$ cat src/rtl/btn_event_gen_if.sv
// Signal bundle between one debounced button level and its event generator.
// The master drives the button level; the slave returns the registered events.
interface btn_event_gen_if;
  logic btnIn;
  logic pressPulse;
  logic releasePulse;
  logic longPulse;
  logic repeatPulse;
  logic held;

  modport master (
    output btnIn,
    input  pressPulse, releasePulse, longPulse, repeatPulse, held
  );

  modport slave (
    input  btnIn,
    output pressPulse, releasePulse, longPulse, repeatPulse, held
  );
endinterface

$ cat src/rtl/btn_event_gen.sv
// Converts one debounced button level into registered one-cycle press/release/long/repeat
// events plus a held level. One instance per button; btnIn is already synchronous to clk.
module btn_event_gen #(
  parameter int   CLKIN_FREQ    = 27_000_000,
  parameter logic IDLE_STATE    = 1'b1,
  parameter int   LONG_PRESS_MS = 500,
  parameter int   REPEAT_MS     = 100
) (
  input  logic            clk,
  input  logic            reset,
  btn_event_gen_if.slave  bus
);
  localparam int LONG_CYCLES   = CLKIN_FREQ / 1000 * LONG_PRESS_MS;
  localparam int REPEAT_CYCLES = CLKIN_FREQ / 1000 * REPEAT_MS;
  localparam int MAX_CYCLES    = (LONG_CYCLES > REPEAT_CYCLES) ? LONG_CYCLES : REPEAT_CYCLES;
  localparam int CW            = $clog2(MAX_CYCLES + 1);
  localparam bit REP_EN        = (REPEAT_CYCLES > 0);
  localparam logic [CW-1:0] LONG_TC = CW'(LONG_CYCLES - 1);
  localparam logic [CW-1:0] REP_TC  = CW'(REP_EN ? REPEAT_CYCLES - 1 : 0);

  typedef enum logic [1:0] {IDLE, PRESSED, LONG} state_t;

  state_t        state_q, state_d;
  logic [CW-1:0] cnt_q, cnt_d;
  logic          press_q, press_d;
  logic          rel_q, rel_d;
  logic          long_q, long_d;
  logic          rep_q, rep_d;
  logic          held_q, held_d;
  logic          active;

  assign active = (bus.btnIn != IDLE_STATE);

  always_ff @(posedge clk or posedge reset) begin
    if (reset) begin
      state_q <= IDLE;
      cnt_q   <= '0;
      press_q <= 1'b0;
      rel_q   <= 1'b0;
      long_q  <= 1'b0;
      rep_q   <= 1'b0;
      held_q  <= 1'b0;
    end else begin
      state_q <= state_d;
      cnt_q   <= cnt_d;
      press_q <= press_d;
      rel_q   <= rel_d;
      long_q  <= long_d;
      rep_q   <= rep_d;
      held_q  <= held_d;
    end
  end

  // Release is tested first in each held state so it beats a coincident terminal count.
  always_comb begin
    state_d = state_q;
    cnt_d   = cnt_q;
    press_d = 1'b0;
    rel_d   = 1'b0;
    long_d  = 1'b0;
    rep_d   = 1'b0;
    held_d  = held_q;
    unique case (state_q)
      IDLE: begin
        cnt_d = '0;
        if (active) begin
          state_d = PRESSED;
          press_d = 1'b1;
          held_d  = 1'b1;
        end
      end
      PRESSED: begin
        if (!active) begin
          state_d = IDLE;
          rel_d   = 1'b1;
          held_d  = 1'b0;
          cnt_d   = '0;
        end else if (cnt_q == LONG_TC) begin
          state_d = LONG;
          long_d  = 1'b1;
          cnt_d   = '0;
        end else begin
          cnt_d = cnt_q + CW'(1);
        end
      end
      LONG: begin
        if (!active) begin
          state_d = IDLE;
          rel_d   = 1'b1;
          held_d  = 1'b0;
          cnt_d   = '0;
        end else if (!REP_EN) begin
          cnt_d = '0;
        end else if (cnt_q == REP_TC) begin
          rep_d = 1'b1;
          cnt_d = '0;
        end else begin
          cnt_d = cnt_q + CW'(1);
        end
      end
      default: begin
        state_d = IDLE;
        cnt_d   = '0;
        held_d  = 1'b0;
      end
    endcase
  end

  assign bus.pressPulse   = press_q;
  assign bus.releasePulse = rel_q;
  assign bus.longPulse    = long_q;
  assign bus.repeatPulse  = rep_q;
  assign bus.held         = held_q;
endmodule

$ cat src/flat_wrapper.sv
// flat-port wrapper written by rule: the top's interface ports become plain ports
module btn_event_gen_flat 
#(
  parameter int   CLKIN_FREQ    = 27_000_000,
  parameter logic IDLE_STATE    = 1'b1,
  parameter int   LONG_PRESS_MS = 500,
  parameter int   REPEAT_MS     = 100
)
  (clk, reset, bus_btnIn, bus_pressPulse, bus_releasePulse, bus_longPulse, bus_repeatPulse, bus_held);
  btn_event_gen_if bus_i ();
  input  logic clk;
  input  logic reset;
  input wire logic [$bits(bus_i.btnIn)-1:0] bus_btnIn;
  output wire logic [$bits(bus_i.pressPulse)-1:0] bus_pressPulse;
  output wire logic [$bits(bus_i.releasePulse)-1:0] bus_releasePulse;
  output wire logic [$bits(bus_i.longPulse)-1:0] bus_longPulse;
  output wire logic [$bits(bus_i.repeatPulse)-1:0] bus_repeatPulse;
  output wire logic [$bits(bus_i.held)-1:0] bus_held;
  assign bus_i.btnIn = bus_btnIn;
  assign bus_pressPulse = bus_i.pressPulse;
  assign bus_releasePulse = bus_i.releasePulse;
  assign bus_longPulse = bus_i.longPulse;
  assign bus_repeatPulse = bus_i.repeatPulse;
  assign bus_held = bus_i.held;
  btn_event_gen #(.CLKIN_FREQ(CLKIN_FREQ), .IDLE_STATE(IDLE_STATE), .LONG_PRESS_MS(LONG_PRESS_MS), .REPEAT_MS(REPEAT_MS)) u_core (.clk(clk), .reset(reset), .bus(bus_i));
endmodule
$ cat config.mk
export PLATFORM = sky130hd
export DESIGN_NAME = btn_event_gen_flat
export DESIGN_NICKNAME = d
export VERILOG_FILES = /design/src/rtl/btn_event_gen_if.sv /design/src/rtl/btn_event_gen.sv /design/src/flat_wrapper.sv
export SDC_FILE = /design/constraint.sdc
export NUM_CORES = 1
export LEC_CHECK = 0
export BUFFER_PORTS_ARGS = -buffer_cell sky130_fd_sc_hd__buf_2
export CELL_PAD_IN_SITES_DETAIL_PLACEMENT = 1
export CELL_PAD_IN_SITES_GLOBAL_PLACEMENT = 2
export CORE_UTILIZATION = 44
export CTS_BUF_LIST = sky130_fd_sc_hd__clkbuf_4 sky130_fd_sc_hd__clkbuf_8
export DETAILED_ROUTE_END_ITERATION = 8
export PLACE_DENSITY_LB_ADDON = 0.12
export REMOVE_ABC_BUFFERS = 1
export SYNTH_ARGS = -nofsm -noshare
export SYNTH_HDL_FRONTEND = slang
export SYNTH_SLANG_ARGS = --single-unit
$ cat constraint.sdc
create_clock -name clk -period 2.8 [get_ports clk]
set_input_delay 0.28 -clock clk [delete_from_list [all_inputs] [get_ports clk]]
set_output_delay 0.28 -clock clk [all_outputs]
set_load 0.1 [all_outputs]
# Yosys cells after proc, flatten, opt, wreduce, memory -nomap -nowiden

Index checks and enable logic that the tools add are counted.

$add $sub $neg: 1
Equality and inequality tests: 8
Muxes and demuxes: 23
Reduce and logical (&&, ||, !) cells: 4

Operator list:

| kind                                                                     | count |
|---|---|
| 24-bit two-way mux                                                       | 4 |
| 24-bit case mux with 2 select lines                                      | 1 |
| 24-bit by 1-bit adder with 24-bit output (second input constant)         | 1 |
| 24-bit by 22-bit == test with 1-bit output (second input constant)       | 1 |
| 24-bit == test (second input constant)                                   | 1 |
| 1-bit two-way mux                                                        | 12 |
| 2-bit two-way mux                                                        | 4 |
| 2-bit case mux with 3 select lines                                       | 1 |
| 2-bit inequality test (second input constant)                            | 2 |
| 3-bit by 2-bit inequality test with 1-bit output (second input constant) | 1 |
| 3-bit AND reduction                                                      | 1 |
| 2-bit by 1-bit == test with 1-bit output (second input constant)         | 1 |
| 2-bit == test (second input constant)                                    | 1 |
| 2-bit logical NOT                                                        | 1 |
| 2-bit by 1-bit inequality test with 1-bit output (second input constant) | 1 |
| 1-bit case mux with 2 select lines                                       | 1 |
| 2-bit AND reduction                                                      | 1 |
| 2-bit OR reduction                                                       | 1 |

Register bits: 31

# Depth between registers and ports, before layout

Gate-level depths: netlist of run 1.

Depth in word-level cells: 4
Gate-level depth with buffers: 7
Depth with buffers taken out: 6

# Worst setup path after synthesis of run 1

OpenSTA, ideal clock, no wires.

Path kind: register to register
From: register u_core.cnt_q[0]
To: register u_core.state_q[0]
Arrival time: 1.790 ns
Slack: 0.906 ns
Stages on the path, launching flop included: 7
Buffers on the path: 0
Period minus slack after synthesis: 1.894 ns
Cell sequence: dfrtp_1 -> ha_1 -> and4_1 -> nand4_1 -> o41a_1 -> or3b_1 -> o311ai_1

Longest elaborated chain between the ends: 3

Ends and longest elaborated chain:

| element                                                           | RTL line            | text |
|---|---|---|
| start: declaration                                                | btn_event_gen.sv:24 | `logic [CW-1:0] cnt_q, cnt_d;` |
| start signal: assignment                                          | btn_event_gen.sv:45 | `cnt_q <= cnt_d;` |
| 24-bit == test                                                    | btn_event_gen.sv:78 | `end else if (cnt_q == LONG_TC) begin` |
| 3-bit by 2-bit inequality test with 1-bit output (no source line) | -                   |  |
| 3-bit AND reduction (no source line)                              | -                   |  |
| end signal: assignment                                            | btn_event_gen.sv:44 | `state_q <= state_d;` |
| end: declaration                                                  | btn_event_gen.sv:23 | `state_t state_q, state_d;` |

No other way between the ends.
A chain may end at the register's enable or synchronous reset.

# Final worst setup path of run 1

From: register u_core.cnt_q[0]
To: register u_core.cnt_q[21]

Longest elaborated chain between the ends: 4

Ends and longest elaborated chain:

| element                                                          | RTL line                                 | text |
|---|---|---|
| 24-bit by 1-bit adder with 24-bit output (tied with other cells) | btn_event_gen.sv:83, btn_event_gen.sv:98 |  |
| 24-bit two-way mux (on tied branches)                            | btn_event_gen.sv:94, btn_event_gen.sv:78 |  |
| 24-bit two-way mux (on tied branches)                            | btn_event_gen.sv:87, btn_event_gen.sv:73 |  |
| 24-bit case mux with 2 select lines (*)                          | btn_event_gen.sv:63                      | `unique case (state_q)` |
| named net u_core.cnt_d[21]                                       | btn_event_gen.sv:24                      |  |

Mark *: on every way through the listed nets, which the timed path passes. The rest lies on a longest branch.

==> flow_summary.yaml, run 1 <==
drt:
  drt-initial-drc-count: 58
  vias: 1184
  via_per_inst: 5.431
  met1_length_mm: 1.596
  routed_wl_mm: 3.381
  routedWlPerCell_um: 15.51
  dr.pass1.iters: 4
  top_layer: "met4"
  wl_met3_um: 79
  met2_length_mm: 1.647
  drcViolationCount: 0
  antenna_left: 0
critical_path:
  worst-path-buf-inv: 0
  critPathCaptureType: "flip-flop"
  r2r-start: "u_core.cnt_q[0]"
  worst-endpoint-arrival_ns: 2.56
  critical_path_class: "reg2reg"
  worstPathCellList: "ha_1 > and4_1 > nand4_1 > o41a_1 > o21ai_4 > nor2_1"
  crit_family: "compound AO/OA/AOI/OAI gates"
  cpPeakStageDelay_ns: 0.57
  worst-path-stages: 6
  startpoint_type: "flip-flop"
  r2r-end: "u_core.cnt_q[21]"
  crit_start: "u_core.cnt_q[0]"
  ff2ff_path_depth: 6
  worstSetupEndpoint: "u_core.cnt_q[21]"
  rrSetupSlack_ns: 0.43
  cp_slowest_cell: "o21ai_4"
  path_max_fanout: 24
  crit_required_ns: 2.99
placed_design:
  place_hpwl_mm: 2.333
  gp_congestion: 0.6909
  dp_slack_ns: 0.4381
  port_buffers: 7
pwr:
  switching_share_pct: 37.43
  clkPwrFrac_pct: 25.6
  ir_drop_v: 0.0002325
  pwr-share-comb_pct: 27.6
  powerDensity_nw_per_um2: 608.8
  p_leak_nw: 0.7335
  seqPwrFrac_pct: 46.8
  power.switching_w: 0.0003935
  p_int_w: 0.0006577
layout:
  layout-drive-gt1-share_pct: 12.21
  nets: 178
  num_antenna_cells: 0
  area_growth_pct: 8.747
clock_network:
  cts_resized: 0
  clkTransAtPathRegs_ns: 0.10
  cts_buffers: 5
  cts.sinks: 31
  cts_tree: "done"
  postCtsHoldBufs: 0
  clockBufferDepth: 2
  h-tree-depth: 2
  post_cts_buffers: 0
  cts_root_buf: "clkbuf_4"
  clkLatencyLatePin_ns: 0.33
timing:
  hold_viol: 0
  skew_ns: 0.009798
  tns_ns: 0
  post-route-min-period_ns: 2.366
  finalSetupViolations: 0
  fmax_mhz: 422.7
  slew_headroom_pct: 52.77
  rsz0062_at_grt: "no"
  slew_viol_final: 0
  tightest_slew_ns: 0.7059
  post-route-period-util_pct: 84.48
  timing.final.ws_setup_ns: 0.4345
logic_synthesis:
  netlist_area_um2: 1588
  synthCells: 158
  ys_ff_latch: 31
  yosys.area.top_type: "dfrtp_1"
  syn_area_per_cell_um2: 10.05
  yosysSeqAreaShare_pct: 48.86
  ys_types: 32
  synth_top_area_share_pct: 48.86
  ys_warn_count: 0
  synthTopCellsByArea: "dfrtp_1 (49%), xor2_1 (9.9%), nor2_1 (6.9%)"
global_route:
  grt_max_degree: 32
  grt_pass1_wl_mm: 5.368
  gr-usage-all-layers_pct: 20.19
  first_global_vias: 1146
  antenna_found_initial: 0
  overflow: 0
floorplanning:
  start_util_pct: 46.84
  die_area_um2: 3853
  ios: 8
  num_rows: 21
  fp.dieH_um: 62.07
  die_w_um: 62.07
  core_area_um2: 3390
status:
  status: "finished clean"
worst_hold_path:
  hold_path_class: "in2async"
run:
  max_cap_viol_count: 0
==> flip-flops by register name, indices dropped and copies added (netlist names) <==
| name | flops |
|---|---|
| u_core.bus.releasePulse | 1 |
| u_core.cnt_q | 24 |
| u_core.state_q | 2 |
| u_core.bus.longPulse | 1 |
| u_core.bus.pressPulse | 1 |
| u_core.bus.repeatPulse | 1 |
| u_core.bus.held | 1 |
==> tightest hold or removal path, cell delays in order <==
cell and delay, ns:
buf_2 0.10, inv_1 0.04, buf_4 0.36
==> how the worst min path moves through the flow <==
stage                                  end  slack, ns  depth (start not counted)
detailed placement         u_core.cnt_q[4]       0.39                          3
global placement           u_core.cnt_q[4]       0.38                          3
global route               u_core.cnt_q[4]       0.05                          3
finish                     u_core.bus.held       0.01                          3
floorplan           u_core.bus.repeatPulse       0.35                          1
CTS                       u_core.cnt_q[18]       0.02                          3
==> Yosys cell counts <==
master and number:
o31a_1 1, dfrtp_1 31, xnor2_1 4, nor2_1 29, o21ai_4 1, and2_1 2, mux2i_1 1, or4_4 1
and3_1 2, and4b_1 1, buf_6 2, o21ai_1 1, clkbuf_1 1, and4_1 4, nor2b_1 2, inv_1 7
or4_1 1, nand2_1 12, nand3_1 13, or4b_1 1, nor3_1 4, and4bb_1 1, nand3b_1 1, xor2_1 18
a21oi_2 1, o41a_1 1, o311ai_1 1, or3b_1 1, o21ai_0 2, nand4_1 6, nor4_4 1, ha_1 4
==> metrics by stage <==
step	power, W	cells	util, %	instance area, um2	hold WS (ns)
finish	0.001051	218	50.94	1727	0.01459
global route	0.001112	218	50.94	1727	0.04704
CTS	0.001069	218	50.94	1727	0.02484
detailed placement	0.0007941	210	49.24	1669	0.3923
global placement	0.0007814	210	49.24	1669	0.3771
floorplan	0.0007316	155	-	1562	0.3499
==> cells in the final DEF (no fill, tap or decap), drive strengths merged, types with 2 or more instances in the layout <==
cell    netlist  layout
ha            4       4
nand3        13      13
nand4         6       6
buf           2       9
dfrtp        31      31
nand2        12      12
and4          4       4
xnor2         4       4
or4           2       2
nor3          4       4
and3          2       2
clkbuf        1       7
nor2b         2       2
and2          2       2
xor2         18      18
nor2         29      29
inv           7       7
o21ai         4       4
==> layout make-up <==
type	instances	area, um2
fillers	395	1663
clock inverters	1	5.005
multi-input cells	117	759.5
well taps	46	57.56
clock buffers	7	52.55
flip-flops and latches	31	775.7
inverters	7	26.28
repair buffers	9	50.05
==> power by group through the flow <==
stage          sequential (W)  clock (W)  combinational (W)
4_1_cts              0.000493   0.000282           0.000294
5_1_grt              0.000498   0.000299           0.000316
3_5_place_dp         0.000502          0           0.000292
2_1_floorplan        0.000613          0           0.000119
6_report             0.000492   0.000269           0.000290
3_3_place_gp         0.000499          0           0.000283
==> logic make-up after synthesis <==
family	count (synthesis)	synth area share, %
mux	1	0.6304
compound gates	8	4.334
buf+inv	10	3.310
flops	31	48.86
fa+ha+maj	4	3.152
xor+xnor	22	12.14
simple gates	82	27.58
==> per-layer routing <==
layer / up-vias / track usage, %
li1: 562 / -
met1: 601 / 25.20
met2: 16 / 33.74
met3: 5 / 3.727
met4: 0 / 9.524
met5: - / 0
Note: power is estimated with default switching activity, not from simulation.
==> run 2, diff against run 1 <==
--- a/config.mk
+++ b/config.mk
@@ -8,7 +8,7 @@
 export BUFFER_PORTS_ARGS = -buffer_cell sky130_fd_sc_hd__buf_2
 export CELL_PAD_IN_SITES_DETAIL_PLACEMENT = 1
 export CELL_PAD_IN_SITES_GLOBAL_PLACEMENT = 2
-export CORE_UTILIZATION = 44
+export CORE_UTILIZATION = 37
 export CTS_BUF_LIST = sky130_fd_sc_hd__clkbuf_4 sky130_fd_sc_hd__clkbuf_8
 export DETAILED_ROUTE_END_ITERATION = 8
 export PLACE_DENSITY_LB_ADDON = 0.12
==> constraint.sdc (replaced) <==
create_clock -name clk -period 1.99 [get_ports clk]
set_input_delay 0.199 -clock clk [delete_from_list [all_inputs] [get_ports clk]]
set_output_delay 0.199 -clock clk [all_outputs]
set_load 0.1 [all_outputs]
==> run 2 against run 1 <==
Setup slack got worse by 0.35 ns. Critical endpoint is now u_core.cnt_q[10]. Count of clock-buffer cells in the layout did not move. Largest power group unchanged. Sequential share of layout area fell by 2.9 points. First-iteration DRC count fell by 12%. Maximum frequency rose by 24%. Non-clock buffer count rose by 8. Final cell count rose by 5.5%. Register-to-register slack got worse by 0.35 ns. Worst hold slack improved by 0.18 ns.
==> flow_summary.yaml, run 2 (synthesis gave the netlist of run 1 again) <==
timing:
  post-route-min-period_ns: 1.909
  skew_ns: 0.005964
  rsz0062_at_grt: "yes"
  tightest_slew_ns: 0.4854
  post-route-period-util_pct: 95.91
  finalSetupViolations: 0
  tns_ns: 0
  slew_headroom_pct: 67.86
  fmax_mhz: 524.0
  hold_viol: 0
  slew_viol_final: 0
global_route:
  overflow: 0
  gr-usage-all-layers_pct: 19.31
  first_global_vias: 1347
  antenna_found_initial: 0
  grt_max_degree: 25
  grt_pass1_wl_mm: 6.313
critical_path:
  startpoint_type: "flip-flop"
  critPathCaptureType: "flip-flop"
  rrSetupSlack_ns: 0.08
  critical_path_class: "reg2reg"
  crit_required_ns: 2.16
  path_max_fanout: 24
  worst-endpoint-arrival_ns: 2.07
drt:
  routed_wl_mm: 3.464
  vias: 1191
  dr.pass1.iters: 4
  drcViolationCount: 0
  routedWlPerCell_um: 15.06
  antenna_left: 0
  drt-initial-drc-count: 51
  via_per_inst: 5.178
clock_network:
  cts_root_buf: "clkbuf_8"
  h-tree-depth: 2
  cts_buffers: 5
  clkTransAtPathRegs_ns: 0.07
  cts.sinks: 31
  post_cts_buffers: 0
  clockBufferDepth: 2
  cts_tree: "done"
  clkLatencyLatePin_ns: 0.28
floorplanning:
  die_area_um2: 4557
  core_area_um2: 4058
  start_util_pct: 39.13
  ios: 8
  num_rows: 23
  fp.dieH_um: 67.51
  die_w_um: 67.51
pwr:
  p_leak_nw: 0.7916
  ir_drop_v: 0.0004103
  powerDensity_nw_per_um2: 879.4
  clkPwrFrac_pct: 30.6
  power.switching_w: 0.0005699
  p_int_w: 0.001060
  seqPwrFrac_pct: 42.3
  switching_share_pct: 34.97
  pwr-share-comb_pct: 27.1
layout:
  top_regs: "u_core.cnt_q x24, u_core.state_q x2"
  regArea_um2: 778.2
  num_antenna_cells: 0
  multi_input_area_um2: 772.0
  final_area_um2: 1853
  layout-drive-gt1-share_pct: 18.89
  regMostFlops: "u_core.cnt_q"
  largest_reg_flops: 24
  nFillCells: 471
  nets: 186
  area_growth_pct: 16.71
  layout_common_cells: "nor2_1 (29), dfrtp_1 (29), xor2_1 (18), nand3_1 (13), nand2_1 (12)"
status:
  status: "finished clean"
worst_hold_path:
  hold_path_class: "in2reg"
placed_design:
  port_buffers: 7
  gp_congestion: 0.7202
  place_area_um2: 1739
  place_hpwl_mm: 2.463
run:
  max_cap_viol_count: 0
## run 2: worst max-delay path: stages (launching register included)
cell and delay (ns):
dfrtp_2 0.44, or4_4 0.56, nor4_4 0.26, a21oi_2 0.11
o21ai_4 0.17, buf_12 0.18, nor2_1 0.07
## run 2: metrics by stage
| step | power, W | setup WS (ns) | utilization (%) | hold WS, ns | cells |
|---|---|---|---|---|---|
| 4_1_cts | 0.001654 | 0.005114 | 45.30 | 0.1812 | 230 |
| 6_report | 0.001630 | 0.08148 | 45.67 | 0.1961 | 230 |
| 3_3_place_gp | 0.001131 | 0.05848 | 42.86 | 0.2180 | 221 |
| 3_5_place_dp | 0.001144 | 0.02061 | 42.86 | 0.2340 | 221 |
| 5_1_grt | 0.001727 | -0.01275 | 45.67 | 0.2061 | 230 |
| 2_1_floorplan | 0.001029 | 0.02553 | - | 0.2689 | 155 |
## run 2: area by class of cell
cell class | instances | area share, %
sequential | 31 | 42.00
clock inverter | 1 | 0.2701
inverter | 7 | 1.418
multi-input combinational | 117 | 41.66
clock buffer | 7 | 4.524
timing repair buffer | 17 | 6.752
tap | 50 | 3.376
## run 2: metal layers
metal / up-vias / routed length, um / global-route usage, %
li1: 577 / - / -
met1: 598 / 1626 / 23.62
met2: 12 / 1726 / 31.56
met3: 4 / 76 / 7.095
met4: 0 / 36 / 5.585
met5: - / 0 / 0
## run 2: path summary, 6_finish.rpt
check | start | end | depth (start not counted)
max in group asynchronous | reset | u_core.cnt_q[7] | 4
min reg2reg | u_core.bus.held | u_core.bus.held | 2
min in group asynchronous | reset | u_core.bus.held | 3
max | u_core.cnt_q[10] | u_core.cnt_q[10] | 6
min | bus_btnIn | u_core.bus.longPulse | 2
max reg2reg | u_core.cnt_q[10] | u_core.cnt_q[10] | 6
## run 2: power by group through the flow
stage               Sequential (W)  Clock [W]  Combinational [W]
floorplan                 0.000862          0           0.000167
global placement          0.000699          0           0.000433
detailed placement        0.000702          0           0.000441
CTS                       0.000691   0.000518           0.000445
global route              0.000696   0.000553           0.000477
finish                    0.000690   0.000499           0.000441
## run 2: timing repair
action / CTS / global route
gates resized for setup: 0 / 6
hold buffers: 1 / 0
endpoints found under the setup margin: 0 / 26
endpoints found under the hold margin: 11 / 0
==> run 3, diff against run 2 <==
--- a/config.mk
+++ b/config.mk
@@ -8,7 +8,7 @@
 export BUFFER_PORTS_ARGS = -buffer_cell sky130_fd_sc_hd__buf_2
 export CELL_PAD_IN_SITES_DETAIL_PLACEMENT = 1
 export CELL_PAD_IN_SITES_GLOBAL_PLACEMENT = 2
-export CORE_UTILIZATION = 37
+export CORE_UTILIZATION = 41
 export CTS_BUF_LIST = sky130_fd_sc_hd__clkbuf_4 sky130_fd_sc_hd__clkbuf_8
 export DETAILED_ROUTE_END_ITERATION = 8
 export PLACE_DENSITY_LB_ADDON = 0.12
==> constraint.sdc (replaced) <==
create_clock -name clk -period 1.9 [get_ports clk]
set_input_delay 0.19 -clock clk [delete_from_list [all_inputs] [get_ports clk]]
set_output_delay 0.19 -clock clk [all_outputs]
set_load 0.1 [all_outputs]
==> run 3 against run 2 <==
Wire length rose by 1.5%. Final cell count rose by 3.9%. Sequential power rose by 4.5%. Die area fell by 9.5%. Sequential share of layout area fell by 1.8 points. Worst hold slack improved by 0.023 ns. Critical path type unchanged. Largest cell class unchanged. Largest power group unchanged. Highest routed layer unchanged.
==> flow_summary.yaml, run 3 (synthesis gave the netlist of run 1 again) <==
floorplanning:
  die_w_um: 64.23
  ios: 8
  die_area_um2: 4125
  fp.dieH_um: 64.23
  num_rows: 22
  start_util_pct: 43.05
  core_area_um2: 3689
timing:
  finalSetupViolations: 0
  post-route-period-util_pct: 97.14
  slew_viol_final: 0
  hold_ws_ns: 0.2186
  skew_ns: 0.007804
  tightest_slew_ns: 0.4844
  post-route-min-period_ns: 1.846
  slew_headroom_pct: 67.93
  hold_viol: 0
  fmax_mhz: 541.8
  rsz0062_at_grt: "yes"
pwr:
  power.switching_w: 0.0005896
  clkPwrFrac_pct: 30.5
  switching_share_pct: 34.67
  ir_drop_v: 0.0004767
  seqPwrFrac_pct: 42.4
  p_int_w: 0.001111
  powerDensity_nw_per_um2: 879.0
  pwr-share-comb_pct: 27.1
  p_leak_nw: 0.8532
global_route:
  gr-usage-all-layers_pct: 20.40
  grt_max_degree: 32
  antenna_found_initial: 0
  overflow: 0
  first_global_vias: 1330
  grt_pass1_wl_mm: 6.327
critical_path:
  startpoint_type: "flip-flop"
  path_max_fanout: 4
  critical_path_class: "reg2reg"
  r2r-start: "u_core.cnt_q[22]"
  crit_required_ns: 2.08
  crit_family: "simple AND/OR/NAND/NOR gates"
  critPathCaptureType: "flip-flop"
  worst-endpoint-arrival_ns: 2.03
  worst-path-buf-inv: 0
  cpPeakStageDelay_ns: 0.50
  cp_slowest_cell: "o41a_1"
  ff2ff_path_depth: 5
  rrSetupSlack_ns: 0.05
  worstPathCellList: "and4b_1 > nand3b_1 > o41a_1 > or3b_1 > o311ai_1"
  worst-path-stages: 5
  r2r-end: "u_core.state_q[0]"
clock_network:
  cts_root_buf: "clkbuf_8"
  cts_buffers: 5
  cts_tree: "done"
  h-tree-depth: 2
  cts.sinks: 31
  clkTransAtPathRegs_ns: 0.06
  clkLatencyLatePin_ns: 0.28
  clockBufferDepth: 2
layout:
  num_antenna_cells: 0
  top_regs: "u_core.cnt_q x24, u_core.state_q x2"
  largest_reg_flops: 24
  nFillCells: 440
  multi_input_area_um2: 774.5
  final_common_cell: "dfrtp_1"
  layout-drive-gt1-share_pct: 23.56
  regArea_um2: 777.0
  regMostFlops: "u_core.cnt_q"
  layout_common_cells: "dfrtp_1 (30), nor2_1 (28), buf_4 (19), xor2_1 (18), nand3_1 (13)"
  nets: 197
  final_area_um2: 1934
  area_growth_pct: 21.83
status:
  status: "finished clean"
drt:
  routedWlPerCell_um: 14.72
  drt-initial-drc-count: 64
  via_per_inst: 5.117
  vias: 1223
  routed_wl_mm: 3.517
  dr.pass1.iters: 4
  antenna_left: 0
  drcViolationCount: 0
placed_design:
  gp_congestion: 0.7364
  port_buffers: 7
  place_area_um2: 1812
  place_hpwl_mm: 2.525
run:
  max_cap_viol_count: 0
worst_hold_path:
  hold_path_class: "in2reg"
  min-delay-start: "bus_btnIn"
  min_to: "u_core.bus.longPulse"
  hold_depth: 2
## run 3: cell type report
cell class              instances  area share (%)
flip-flops and latches         31           40.17
multi-input cells             117           40.04
repair buffers                 28           10.74
clock buffers                   7           4.334
well taps                      48           3.105
inverters                       7           1.358
clock inverters                 1          0.2587
## run 3: how the worst max path moves through the flow
stage | startpoint | endpoint | slack (ns)
2_1_floorplan | u_core.cnt_q[0] | u_core.cnt_q[10] | -0.06
3_3_place_gp | u_core.cnt_q[0] | u_core.state_q[0] | 0.04
3_5_place_dp | u_core.cnt_q[1] | u_core.state_q[0] | -0.02
4_1_cts | u_core.cnt_q[0] | u_core.state_q[1] | 0.0002
5_1_grt | u_core.cnt_q[0] | u_core.state_q[0] | -0.07
6_report | u_core.cnt_q[22] | u_core.state_q[0] | 0.05
## run 3: power groups by stage
| stage | Sequential (W) | Combinational (W) | Clock (W) |
|---|---|---|---|
| 2_1_floorplan | 0.000903 | 0.000175 | 0 |
| 3_3_place_gp | 0.000731 | 0.000453 | 0 |
| 3_5_place_dp | 0.000733 | 0.000460 | 0 |
| 4_1_cts | 0.000721 | 0.000463 | 0.000545 |
| 5_1_grt | 0.000726 | 0.000496 | 0.000563 |
| 6_report | 0.000721 | 0.000461 | 0.000519 |
## run 3: what timing repair did
action / 4_1_cts / 5_1_grt
hold buffers: 1 / 0
endpoints found under the setup margin: 23 / 26
endpoints found under the hold margin: 25 / 0
buffers inserted: 0 / 1
gates resized for setup: 0 / 6
pin swaps: 1 / 1
## run 3: layer usage
layer | GRT usage [%] | part of all wire (%) | vias up
met5 | 0 | 0 | -
met4 | 8.889 | 1.9 | 0
met3 | 5.000 | 2.4 | 7
met2 | 33.38 | 50 | 12
met1 | 25.45 | 46 | 604
li1 | - | - | 600
## run 3: metrics by stage
step / total power [W] / std cells / setup slack [ns] / utilization (%) / TNS [ns]
final: 0.001700 / 239 / 0.05425 / 52.44 / 0
after global routing: 0.001785 / 239 / -0.07153 / 52.44 / -0.9245
after CTS: 0.001729 / 238 / 0.0001736 / 51.80 / 0
after detailed placement: 0.001193 / 229 / -0.02447 / 49.12 / -0.05271
after global placement: 0.001184 / 229 / 0.04370 / 49.12 / 0
after floorplan: 0.001078 / 155 / -0.06447 / - / -1.502
